`src/rtl/cordic_pkg.sv`:
```
// Shared definitions for the CORDIC sine/cosine core and its wrappers.
//   FRAC_BITS / ONE : Q2.14 fixed-point format of the core's sin/cos results.
//   DEG_WRAP        : one revolution in degrees.
//   ST_*            : state encoding of the sweep sequencer.
//   deg_wrap()      : folds a degree value in 0..719 back into 0..359.
package cordic_pkg;

    localparam int                FRAC_BITS = 14;
    localparam logic signed [15:0] ONE      = 16'sh4000;
    localparam logic [9:0]        DEG_WRAP  = 10'd360;

    localparam logic [2:0] ST_IDLE    = 3'd0;
    localparam logic [2:0] ST_LAUNCH  = 3'd1;
    localparam logic [2:0] ST_WAIT    = 3'd2;
    localparam logic [2:0] ST_SCALE   = 3'd3;
    localparam logic [2:0] ST_PRESENT = 3'd4;
    localparam logic [2:0] ST_ADVANCE = 3'd5;

    // Inputs never exceed 2*359, so a single conditional subtract suffices.
    function automatic logic [8:0] deg_wrap(input logic [9:0] deg);
        logic [9:0] red;
        red = (deg >= DEG_WRAP) ? (deg - DEG_WRAP) : deg;
        return red[8:0];
    endfunction

endpackage

```
`src/rtl/cordic_pt_scale.sv`:
```
// One axis of the point transform: ctr + round(radius * trig / 2^14).
//   radius : unsigned 8-bit scale factor.
//   trig   : signed Q2.14 sine or cosine.
//   ctr    : signed centre offset, W_OUT bits.
//   pt     : signed result, wraps modulo 2^W_OUT (no saturation).
// Purely combinational; the caller registers the result.
module cordic_pt_scale
    import cordic_pkg::*;
#(
    parameter int W_OUT = 16
) (
    input  logic [7:0]       radius,
    input  logic [15:0]      trig,
    input  logic [W_OUT-1:0] ctr,
    output logic [W_OUT-1:0] pt
);

    logic signed [24:0]            prod;
    logic signed [24:0]            prod_rnd;
    logic signed [24-FRAC_BITS:0]  term;
    logic signed [W_OUT-1:0]       term_ext;

    always_comb begin
        // radius is zero-extended to 9 bits so the product is a signed 25-bit value.
        prod     = $signed({1'b0, radius}) * $signed(trig);
        // Add half an LSB of the output, then drop the fraction: round half up.
        prod_rnd = prod + 25'(ONE >>> 1);
        term     = prod_rnd[24:FRAC_BITS];
        term_ext = W_OUT'(term);
        pt       = ctr + term_ext;
    end

endmodule

```
`src/rtl/cordic_sweep_ctrl.sv`:
```
// Angle-sweep sequencer around the CORDIC sine/cosine core.
// Steps an angle in degrees, launches the core, waits for a fresh rising edge
// of its done level, scales sin/cos by a radius about a centre point and
// presents one (x, y) point per angle on a valid/ready stream.
//   clk, reset         : clock, asynchronous active-high reset.
//   sweep_en           : level, starts/continues a sweep.
//   one_shot           : stop after one revolution (sampled at sweep start).
//   start_angle, step  : first angle and increment in degrees (sampled at start).
//   radius, cx, cy     : scale and centre (sampled at start).
//   cs_angle/cs_start  : angle and one-cycle launch pulse to the core.
//   cs_done/cs_sin/cs_cos : core completion level and Q2.14 results.
//   pt_x/pt_y/pt_valid/pt_ready : output point stream.
//   sweep_done         : pulse when a one-shot revolution completes.
//   err                : pulse when the core fails to finish within TIMEOUT cycles.
module cordic_sweep_ctrl
    import cordic_pkg::*;
#(
    parameter int TIMEOUT = 64,
    parameter int W_OUT   = 16
) (
    input  logic             clk,
    input  logic             reset,
    input  logic             sweep_en,
    input  logic             one_shot,
    input  logic [8:0]       start_angle,
    input  logic [8:0]       step,
    input  logic [7:0]       radius,
    input  logic [W_OUT-1:0] cx,
    input  logic [W_OUT-1:0] cy,
    output logic [15:0]      cs_angle,
    output logic             cs_start,
    input  logic             cs_done,
    input  logic [15:0]      cs_sin,
    input  logic [15:0]      cs_cos,
    output logic [W_OUT-1:0] pt_x,
    output logic [W_OUT-1:0] pt_y,
    output logic             pt_valid,
    input  logic             pt_ready,
    output logic             sweep_done,
    output logic             err
);

    localparam int CNT_W = $clog2(TIMEOUT + 1);

    logic [2:0]       state_q, state_d;
    logic [8:0]       angle_q, angle_d;
    logic [8:0]       step_q, step_d;
    logic [8:0]       acc_q, acc_d;
    logic             one_shot_q, one_shot_d;
    logic [7:0]       radius_q, radius_d;
    logic [W_OUT-1:0] cx_q, cx_d;
    logic [W_OUT-1:0] cy_q, cy_d;
    logic [15:0]      sin_q, sin_d;
    logic [15:0]      cos_q, cos_d;
    logic [CNT_W-1:0] cnt_q, cnt_d;
    logic             done_q, done_d;
    logic [W_OUT-1:0] pt_x_q, pt_x_d;
    logic [W_OUT-1:0] pt_y_q, pt_y_d;

    logic             done_rise;
    logic             timeout_hit;
    logic             rev_complete;
    logic [9:0]       angle_sum;
    logic [9:0]       acc_sum;
    logic [W_OUT-1:0] scaled_x;
    logic [W_OUT-1:0] scaled_y;

    cordic_pt_scale #(.W_OUT(W_OUT)) u_scale_x (
        .radius (radius_q),
        .trig   (cos_q),
        .ctr    (cx_q),
        .pt     (scaled_x)
    );

    cordic_pt_scale #(.W_OUT(W_OUT)) u_scale_y (
        .radius (radius_q),
        .trig   (sin_q),
        .ctr    (cy_q),
        .pt     (scaled_y)
    );

    // done_q tracks cs_done every cycle, so a level still high from the
    // previous operation is already recorded and never looks like a new edge.
    assign done_rise    = cs_done & ~done_q;
    assign timeout_hit  = (cnt_q == CNT_W'(TIMEOUT - 1));
    assign angle_sum    = {1'b0, angle_q} + {1'b0, step_q};
    assign acc_sum      = {1'b0, acc_q} + {1'b0, step_q};
    assign rev_complete = one_shot_q && (acc_sum >= DEG_WRAP);

    always_comb begin
        state_d    = state_q;
        angle_d    = angle_q;
        step_d     = step_q;
        acc_d      = acc_q;
        one_shot_d = one_shot_q;
        radius_d   = radius_q;
        cx_d       = cx_q;
        cy_d       = cy_q;
        sin_d      = sin_q;
        cos_d      = cos_q;
        cnt_d      = cnt_q;
        done_d     = cs_done;
        pt_x_d     = pt_x_q;
        pt_y_d     = pt_y_q;

        case (state_q)
            ST_IDLE: begin
                if (sweep_en) begin
                    one_shot_d = one_shot;
                    angle_d    = deg_wrap({1'b0, start_angle});
                    step_d     = (step == 9'd0) ? 9'd1 : step;
                    acc_d      = 9'd0;
                    radius_d   = radius;
                    cx_d       = cx;
                    cy_d       = cy;
                    state_d    = ST_LAUNCH;
                end
            end
            ST_LAUNCH: begin
                cnt_d   = '0;
                state_d = ST_WAIT;
            end
            ST_WAIT: begin
                // A done edge takes priority over a coincident timeout.
                if (done_rise) begin
                    sin_d   = cs_sin;
                    cos_d   = cs_cos;
                    state_d = ST_SCALE;
                end else if (timeout_hit) begin
                    state_d = ST_LAUNCH;
                end else begin
                    cnt_d = cnt_q + 1'b1;
                end
            end
            ST_SCALE: begin
                pt_x_d  = scaled_x;
                pt_y_d  = scaled_y;
                state_d = ST_PRESENT;
            end
            ST_PRESENT: begin
                if (pt_ready) begin
                    state_d = ST_ADVANCE;
                end
            end
            ST_ADVANCE: begin
                angle_d = deg_wrap(angle_sum);
                acc_d   = acc_sum[8:0];
                if (rev_complete || !sweep_en) begin
                    state_d = ST_IDLE;
                end else begin
                    state_d = ST_LAUNCH;
                end
            end
            default: begin
                state_d = ST_IDLE;
            end
        endcase
    end

    always_ff @(posedge clk or posedge reset) begin
        if (reset) begin
            state_q    <= ST_IDLE;
            angle_q    <= '0;
            step_q     <= 9'd1;
            acc_q      <= '0;
            one_shot_q <= 1'b0;
            radius_q   <= '0;
            cx_q       <= '0;
            cy_q       <= '0;
            sin_q      <= '0;
            cos_q      <= '0;
            cnt_q      <= '0;
            done_q     <= 1'b0;
            pt_x_q     <= '0;
            pt_y_q     <= '0;
        end else begin
            state_q    <= state_d;
            angle_q    <= angle_d;
            step_q     <= step_d;
            acc_q      <= acc_d;
            one_shot_q <= one_shot_d;
            radius_q   <= radius_d;
            cx_q       <= cx_d;
            cy_q       <= cy_d;
            sin_q      <= sin_d;
            cos_q      <= cos_d;
            cnt_q      <= cnt_d;
            done_q     <= done_d;
            pt_x_q     <= pt_x_d;
            pt_y_q     <= pt_y_d;
        end
    end

    assign cs_angle   = {7'd0, angle_q};
    assign cs_start   = (state_q == ST_LAUNCH);
    assign err        = (state_q == ST_WAIT) && timeout_hit && !done_rise;
    assign sweep_done = (state_q == ST_ADVANCE) && rev_complete;
    assign pt_valid   = (state_q == ST_PRESENT);
    assign pt_x       = pt_x_q;
    assign pt_y       = pt_y_q;

endmodule

```
`config.mk`:
```
export PLATFORM = sky130hd
export DESIGN_NAME = cordic_sweep_ctrl
export DESIGN_NICKNAME = d
export VERILOG_FILES = /design/src/rtl/cordic_pkg.sv /design/src/rtl/cordic_pt_scale.sv /design/src/rtl/cordic_sweep_ctrl.sv
export SDC_FILE = /design/constraint.sdc
export NUM_CORES = 1
export LEC_CHECK = 0
export ABC_AREA = 1
export CAP_MARGIN = 30
export CORE_MARGIN = 2
export CORE_UTILIZATION = 60
export CTS_CLUSTER_SIZE = 24
export DETAILED_ROUTE_END_ITERATION = 10
export GPL_TIMING_DRIVEN = 0
export PLACE_DENSITY = 0.82
export RECOVER_POWER = 25
export SYNTH_ARGS = -nofsm -noshare
export SYNTH_HDL_FRONTEND = slang
export SYNTH_SLANG_ARGS = --single-unit
export TNS_END_PERCENT = 20
```
`constraint.sdc`:
```
create_clock -name clk -period 7.9 [get_ports clk]
set_input_delay 2.37 -clock clk [delete_from_list [all_inputs] [get_ports clk]]
set_output_delay 2.37 -clock clk [all_outputs]
set_load 0.05 [all_outputs]
```
-- Yosys cells after proc, flatten, opt, wreduce, memory -nomap -nowiden
Index checks and enable logic that the tools add are counted.
- register bits: 143
- bits of input ports: 96
- output and inout bits: 52
- logic and storage cells: 73
- bitwise operators: 2
- multipliers: 2
- magnitude comparators: 3
- multiplexer cells: 16
- reduce and logical (&&, ||, !) cells: 16
- add/subtract/negate cells: 9
- equality and inequality tests: 11
- operators by type and width (operator ; count):
    $add A25 B15 Y25 const B ; 2
    $mul A9 B16 Y25 ; 2
    $mux W9 ; 5
    $pmux W9 S2 ; 2
    $add A16 B16 Y16 ; 2
    $add A9 B9 Y10 ; 2
    $ge A10 B9 Y1 const B ; 2
    $pmux W3 S6 ; 1
    $sub A9 B9 Y9 const B ; 2
    $mux W7 ; 2
    $pmux W7 S2 ; 1
    $mux W3 ; 4
    $ge A9 B9 Y1 const B ; 1
    $logic_not A9 Y1 ; 1
    $add A7 B1 Y7 const B ; 1
    $eq A7 B6 Y1 const B ; 1
    $eq A3 B2 Y1 const B ; 2
    $eq A3 B3 Y1 const B ; 2
    $ne A2 B2 Y1 const B ; 3
    $reduce_and A2 Y1 ; 3
    $reduce_and A3 Y1 ; 2
    $logic_and A1 B1 Y1 ; 4
    $reduce_bool A2 Y1 ; 2
    $eq A3 B1 Y1 const B ; 1
    other kinds (8) ; 9

-- Longest topological paths before layout
Gate-level depths: netlist of run 1.
- depth after elaboration: 6
- mapped depth: 34
- depth with buffers taken out: 32

-- Cells and area by module
A second synthesis of run 1 with hierarchy kept.
- cells, all modules: 2311
- area, all modules: 18255.0 µm²
- modules (own cells, without submodules) (module ; seq. area each (µm²) ; instances ; cells each ; area an instance (µm²)):
    cordic_sweep_ctrl ; 3579.7 ; 1 ; 752 ; 7105.6
    cordic_pt_scale at u_scale_y ; 0.0 ; 1 ; 793 ; 5580.4
    cordic_pt_scale at u_scale_x ; 0.0 ; 1 ; 766 ; 5569.1

-- Least setup slack after synthesis of run 1
OpenSTA, ideal clock, no wires.
- path kind: reg-to-reg
- from: register radius_q[1]
- to: register pt_x_q[12] (netlist: pt_x[12])
- data required time: 7.782 ns
- arrival time: 5.917 ns
- stages on the path, launching flop included: 30
- clock period less this slack: 6.035 ns
- path slack: 1.865 ns
- path buffers: 2
- library setup time: 0.118 ns
- path through: dfrtp_1 -> clkbuf_1 -> clkbuf_1 -> nand2_1 -> fa_1 -> inv_1 -> fa_1 -> fa_1 -> fa_1 -> fa_1 -> ha_1 -> nand2_1 -> nor2_1 -> nand2_1 -> inv_1 -> nand2_1 -> nand2_1 -> nand2_1 -> nand2_1 -> a21oi_1 -> xor2_1 -> ha_1 -> nand2_1 -> nor3_1 -> nand3_1 -> nand3_1 -> a31oi_1 -> or2_2 -> nand3_1 -> nand2_1
- longest elaborated chain between the ends: 3
- ends and longest elaborated chain (what ; line ; RTL):
    start: declaration ; cordic_sweep_ctrl.sv:50 ; logic [7:0] radius_q, radius_d;
    start signal: assignment ; cordic_sweep_ctrl.sv:182 ; radius_q <= radius_d;
    $mul A9 B16 Y25 ; cordic_pt_scale.sv:25 ; prod = $signed({1'b0, radius}) * $signed(trig);
    $add A25 B15 Y25 ; cordic_pt_scale.sv:27 ; prod_rnd = prod + 25'(ONE >>> 1);
    $add A16 B16 Y16 ; cordic_pt_scale.sv:30 ; pt = ctr + term_ext;
    end signal: assignment ; cordic_sweep_ctrl.sv:189 ; pt_x_q <= pt_x_d;
    end: declaration ; cordic_sweep_ctrl.sv:57 ; logic [W_OUT-1:0] pt_x_q, pt_x_d;
Every way passes these cells.
A chain may end at the register's enable or synchronous reset.

-- Worst setup path in the final report of run 1
- from: register radius_q[1]
- to: register pt_x_q[11] (netlist: pt_x[11])
Same word-level chain as after synthesis.

==> results of run 1 <==
[repair_timing]
action / in CTS / in global routing
resized for setup: 0 / 5
buffers inserted: 0 / 0
hold buffers: 0 / 0
endpoints found under the setup margin: 0 / 2
[stage by stage]
stage	area (um^2)	hold slack [ns]	worst slack, ns
global route	20800	0.500	0.227
global placement	20200	0.457	-0.321
detailed placement	20200	0.462	0.566
finish	20800	0.479	0.700
CTS	20900	0.475	0.499
floorplan	18300	0.440	1.69
[kinds of logic after synthesis]
logic type	count (synthesis)
AND/OR/NAND/NOR	989
buffers and inverters	592
adder cells (fa/ha/maj)	383
AO/OA/AOI/OAI	210
flip-flops	143
XOR/XNOR	43
multiplexers	32
other	1
[layout by cell type, fill, tap and decap left out, types with 6 or more instances in the layout]
cell | Yosys | routed
nor2_1 | 94 | 94
buf_2 | 14 | 13
clkbuf_16 | 0 | 17
xnor2_1 | 19 | 19
clkdlybuf4s50_1 | 0 | 137
o21ai_0 | 75 | 75
nand3_1 | 87 | 87
nand2_2 | 13 | 11
nand2_1 | 735 | 737
a21o_1 | 7 | 7
dfrtp_1 | 142 | 142
clkbuf_2 | 3 | 6
a31oi_1 | 11 | 11
ha_1 | 175 | 175
xor2_1 | 24 | 24
mux2_2 | 32 | 32
buf_4 | 8 | 8
inv_1 | 489 | 490
inv_8 | 0 | 6
inv_2 | 10 | 8
o21bai_1 | 11 | 11
nand4_1 | 16 | 16
nor3_1 | 14 | 14
clkbuf_1 | 66 | 65
conb_1 | 1 | 7
a21oi_1 | 75 | 75
fa_1 | 208 | 208
[routing by layer]
layer,GRT usage,vias to the layer above,part of all wire
met3,0.0575,142,0.080
met2,0.535,697,0.48
met4,0.142,0,0.046
li1,-,7591,-
met5,0,-,0
met1,0.395,7716,0.40
[sequential cells by signal, indices dropped and copies added, names as in the netlist]
name / flops
cy_q: 16
acc_q: 9
one_shot_q: 1
pt_x: 16
step_q: 9
cos_q: 16
angle_q: 9
sin_q: 16
done_q: 1
cx_q: 16
pt_y: 16
state_q: 3
cnt_q: 7
radius_q: 8
[worst paths after layout]
path                             startpoint    endpoint  cells after the start
worst min register to register   state_q[0]  state_q[0]                      1
max in group asynchronous             reset    cos_q[5]                      3
worst max-delay path            radius_q[1]    pt_x[11]                     26
worst min-delay path             state_q[0]  state_q[0]                      1
min in group asynchronous             reset  angle_q[6]                      2
worst max register to register  radius_q[1]    pt_x[11]                     26
[layout make-up]
class	instances	area share
Buffer	92	0.0196
Clock buffer	17	0.0204
Clock inverter	15	0.0100
Inverter	500	0.0902
Multi-Input combinational cell	1664	0.597
Sequential cell	143	0.172
Tap cell	390	0.0234
Timing Repair Buffer	141	0.0675
==> run_results.csv, run 1 <==
group,metric,value,unit
synthesis,synth_top_cells_by_count,"735 x nand2_1, 489 x inv_1, 208 x fa_1",
worst_setup_path,cpMostUsedCell,"nand2_1",
worst_setup_path,crit_fanout,10,
run_status,violations,"capacitance limit, slew limit",
synthesis,synth.most_common_cell,"nand2_1",
synthesis,synth_area,18300,um^2
clocking,clkTransAtPathRegs,0.07,ns
drt,drcViolationCount,0,
timing,tightestPinTransition,2.76,ns
synthesis,avgSynthCellArea,7.64,um^2
layout,drive_above_1_share,0.0560,
synthesis,synth.distinct_cells,57,
clocking,cts_sinks,143,
clocking,cts_tree,"yes",
layout,fillers,2403,
clocking,htree_levels,4,
global_route,grt_usage,0.316,
synthesis,synth_top_family_by_area,"adder cells",
clocking,cts-root-buf,"clkbuf_16",
synthesis,seq_area_frac_synth,0.196,
worst_setup_path,cp-start-kind,"register",
timing,relSlewSlack,-0.850,
global_route,grt_max_degree,83,
worst_setup_path,required,8.26,ns
timing,rsz0062_at_grt,"no",
drt,wire_per_inst,16.2,um
synthesis,synth_top_cell_by_area,"fa_1",
place,place_inst,2930,
layout,fin_cells,2962,
timing,fin_crit_sh,0.911,
timing,final.min_clock_period,7.20,ns
global_route,grt_overflow,0,
synthesis,synth_xor_area_frac,0.0206,
place,post-dp-hpwl,38100,um
floorplan,row_count,63,
place,port_buffers,140,
global_route,antenna_found_initial,0,
layout,antenna-diode-count,0,
clocking,cts_buffers,17,
global_route,grt_pass1_wl,78800,um
synthesis,synth-simple-area-share,0.224,
worst_setup_path,path_class,"reg2reg",
drt,drtIter0Drc,1180,
floorplan,die_height,179,um
floorplan,dieArea,31900,um^2
drt,routed_via_density,5.45,
layout,seqCellArea,3580,um^2
worst_setup_path,slowest_stage,"fa_1",
synthesis,yosys-top-cells-area,"fa_1 23%, dfrtp_1 19%, nand2_1 15%, ha_1 12%, inv_1 10%",
timing,max_freq,139,MHz
timing,clock_skew,0.00993,ns
synthesis,synthArstFlopShare,1.00,
global_route,grt_pass1_vias,16600,
synthesis,synth_top_area_frac,0.228,
synthesis,muxShareOfSynthArea,0.0197,
layout,multi_input_area,12400,um^2
run_status,outcome,"finished with violations",
worst_setup_path,cp_data_arrival_time,7.56,ns
worst_setup_path,critPathCaptureType,"register",
drt,totalWireLength,48100,um
drt,ant_nets,0,
worst_setup_path,r2r_slack,0.70,ns
synthesis,synth_edf_count,0,
synthesis,ys_warn_count,0,
synthesis,ys.flop_type,"dfrtp_1",
clocking,clk_latency,0.45,ns
place,place_congestion,0.932,
worst_setup_path,crit_buf_inv,3,
synthesis,yosys_register_bits,143,
synthesis,synth_compound_area_frac,0.0672,
synthesis,yosys.area_share.adder,0.348,
timing,setup_tns,0,ns
flow_run,cap_violations,2,
timing,hold_viol,0,
timing,final-setup-viol-count,0,
clocking,clk_path_buf_depth,2,
timing,slew_violations,146,
hold_path,worstHoldPathType,"reg2reg",
layout,syn2layout_area_growth,13.9,%
layout,final_util,0.699,
worst_setup_path,slowest_delay,0.57,ns
worst_setup_path,critical-path-top-delay-family,"adder cells",
floorplan,core,29800,um^2
drt,dr_total_vias,16100,
floorplan,start_util,0.613,
drt,drt_first_pass_iters,8,
floorplan,io_pins,148,
layout,nNetsFinal,3038,
floorplan,die_w,179,um
synthesis,netlist_instances,2393,
Power of run 1 is left out: the tool's default activity adds up to more than one toggle a clock period on the data nets, which glitch-free logic cannot reach.
==> run 2, diff against run 1 <==
--- a/config.mk
+++ b/config.mk
@@ -14,6 +14,7 @@
 export GPL_TIMING_DRIVEN = 0
 export PLACE_DENSITY = 0.82
 export RECOVER_POWER = 25
+export SETUP_SLACK_MARGIN = 0.4
 export SYNTH_ARGS = -nofsm -noshare
 export SYNTH_HDL_FRONTEND = slang
 export SYNTH_SLANG_ARGS = --single-unit
==> run_results.csv, run 2 (same netlist as run 1, synthesis figures left out) <==
group,metric,value,unit
global_route,met1_usage,0.395,
layout,fin_area,20800,um^2
worst_setup_path,cp_data_arrival_time,7.45,ns
global_route,grt_pass1_vias,16600,
global_route,grt_overflow,0,
global_route,antenna_found_initial,0,
clocking,post-cts-setup-buffers,0,
floorplan,dieArea,31900,um^2
layout,layout_common_cells,"737 x nand2_1, 490 x inv_1, 208 x fa_1",
drt,ant_nets,0,
timing,max_freq,141,MHz
timing,tightestPinTransition,2.78,ns
floorplan,start_util,0.613,
clocking,cts_sinks,143,
floorplan,io_pins,148,
clocking,clk_path_buf_depth,2,
timing,relSlewSlack,-0.864,
drt,drt_first_pass_iters,8,
global_route,grt_pass1_wl,78800,um
drt,dr_total_vias,16100,
drt,drcViolationCount,0,
timing,fin_crit_sh,0.897,
floorplan,row_count,63,
timing,hold_viol,0,
flow_run,cap_violations,2,
place,post-dp-hpwl,38100,um
layout,antenna-diode-count,0,
clocking,cts_hold_buf,0,
worst_setup_path,rr_worst_depth,26,
timing,final-setup-viol-count,0,
worst_setup_path,critPathCaptureType,"register",
worst_setup_path,crit_fanout,10,
clocking,htree_levels,4,
floorplan,core,29800,um^2
place,port_buffers,140,
clocking,clkTransAtPathRegs,0.07,ns
layout,fillers,2403,
worst_setup_path,r2r_slack,0.81,ns
timing,clock_skew,0.0106,ns
clocking,cts_tree,"yes",
drt,drtIter0Drc,1192,
worst_setup_path,path_class,"reg2reg",
layout,drive_above_1_share,0.0568,
clocking,clk_latency,0.45,ns
floorplan,die_height,179,um
global_route,grt_usage,0.316,
clocking,cts-root-buf,"clkbuf_16",
drt,totalWireLength,48200,um
global_route,gr-usage-met2,0.535,
clocking,cts_buffers,17,
global_route,grt_max_degree,83,
layout,nNetsFinal,3038,
place,postPlaceCellArea,20200,um^2
hold_path,hold_path_depth,1,
place,place_congestion,0.932,
timing,rsz0062_at_grt,"no",
global_route,use_met3,0.0575,
layout,final_common_cell,"nand2_1",
timing,final.min_clock_period,7.09,ns
drt,wire_per_inst,16.3,um
hold_path,worstHoldPathType,"reg2reg",
worst_setup_path,cp-start-kind,"register",
worst_setup_path,required,8.26,ns
timing,setup_tns,0,ns
layout,syn2layout_area_growth,14.0,%
run_status,violations,"capacitance limit, slew limit",
run_status,outcome,"finished with violations",
global_route,top_usage_layer,"met2",
floorplan,die_w,179,um
layout,final_util,0.699,
timing,slew_violations,146,
drt,routed_via_density,5.44,
-- run 2: cell types whose count changed in the layout (fill, tap and decap cells not counted) --
| cell | previous run | this run |
|---|---|---|
| clkbuf_1 | 65 | 63 |
| clkbuf_2 | 6 | 8 |
-- run 2: final cells by class --
class / instances / area, um^2 / area share
Timing Repair Buffer: 141 / 1410 / 0.0675
Inverter: 500 / 1880 / 0.0902
Sequential cell: 143 / 3580 / 0.172
Multi-Input combinational cell: 1664 / 12400 / 0.597
Clock buffer: 17 / 425 / 0.0204
Tap cell: 390 / 488 / 0.0234
Clock inverter: 15 / 209 / 0.0100
Buffer: 92 / 410 / 0.0197
-- run 2: final timing paths --
path / from / end
worst max-delay path: radius_q[1] / pt_x[11]
worst min-delay path: state_q[0] / state_q[0]
worst max register to register: radius_q[1] / pt_x[11]
worst min register to register: state_q[0] / state_q[0]
max in group asynchronous: reset / cos_q[1]
min in group asynchronous: reset / angle_q[6]
-- run 2: metrics by stage --
| stage | hold WS, ns | setup slack [ns] | cells |
|---|---|---|---|
| floorplan | 0.440 | 1.69 | 2399 |
| global placement | 0.457 | -0.321 | 2929 |
| detailed placement | 0.462 | 0.566 | 2930 |
| CTS | 0.475 | 0.499 | 2962 |
| global route | 0.500 | 0.425 | 2962 |
| finish | 0.485 | 0.810 | 2962 |
-- run 2: worst max-delay path, stage by stage (launching register included) --
cell      delay, ns
dfrtp_1        0.49
clkbuf_2       0.37
clkbuf_2       0.33
nand2_1        0.12
fa_1           0.55
inv_1          0.05
fa_1           0.48
fa_1           0.58
fa_1           0.44
fa_1           0.49
ha_1           0.35
nand2_1        0.12
nor2_1         0.17
nand4_1        0.09
o21ai_0        0.39
nand3_1        0.13
nand2_1        0.11
xor2_1         0.25
ha_1           0.35
nand2_1        0.09
nand2_1        0.05
nand2_1        0.05
nand3_1        0.14
a21boi_0       0.31
o21ai_0        0.17
xnor2_1        0.15
o21ai_0        0.18
-- run 2: metal layers --
layer	wire length [um]	part of all wire	vias to the layer above
li1	-	-	7589
met2	22900	0.48	717
met5	0	0	-
met1	19100	0.40	7671
met4	2160	0.045	0
met3	4020	0.083	141
-- run 2: what timing repair did --
item / 4_1_cts / 5_1_grt
setup endpoints to repair: 0 / 10
endpoints found under the hold margin: 0 / 0
resized for setup: 0 / 9
Power of run 2 is left out for the same reason.
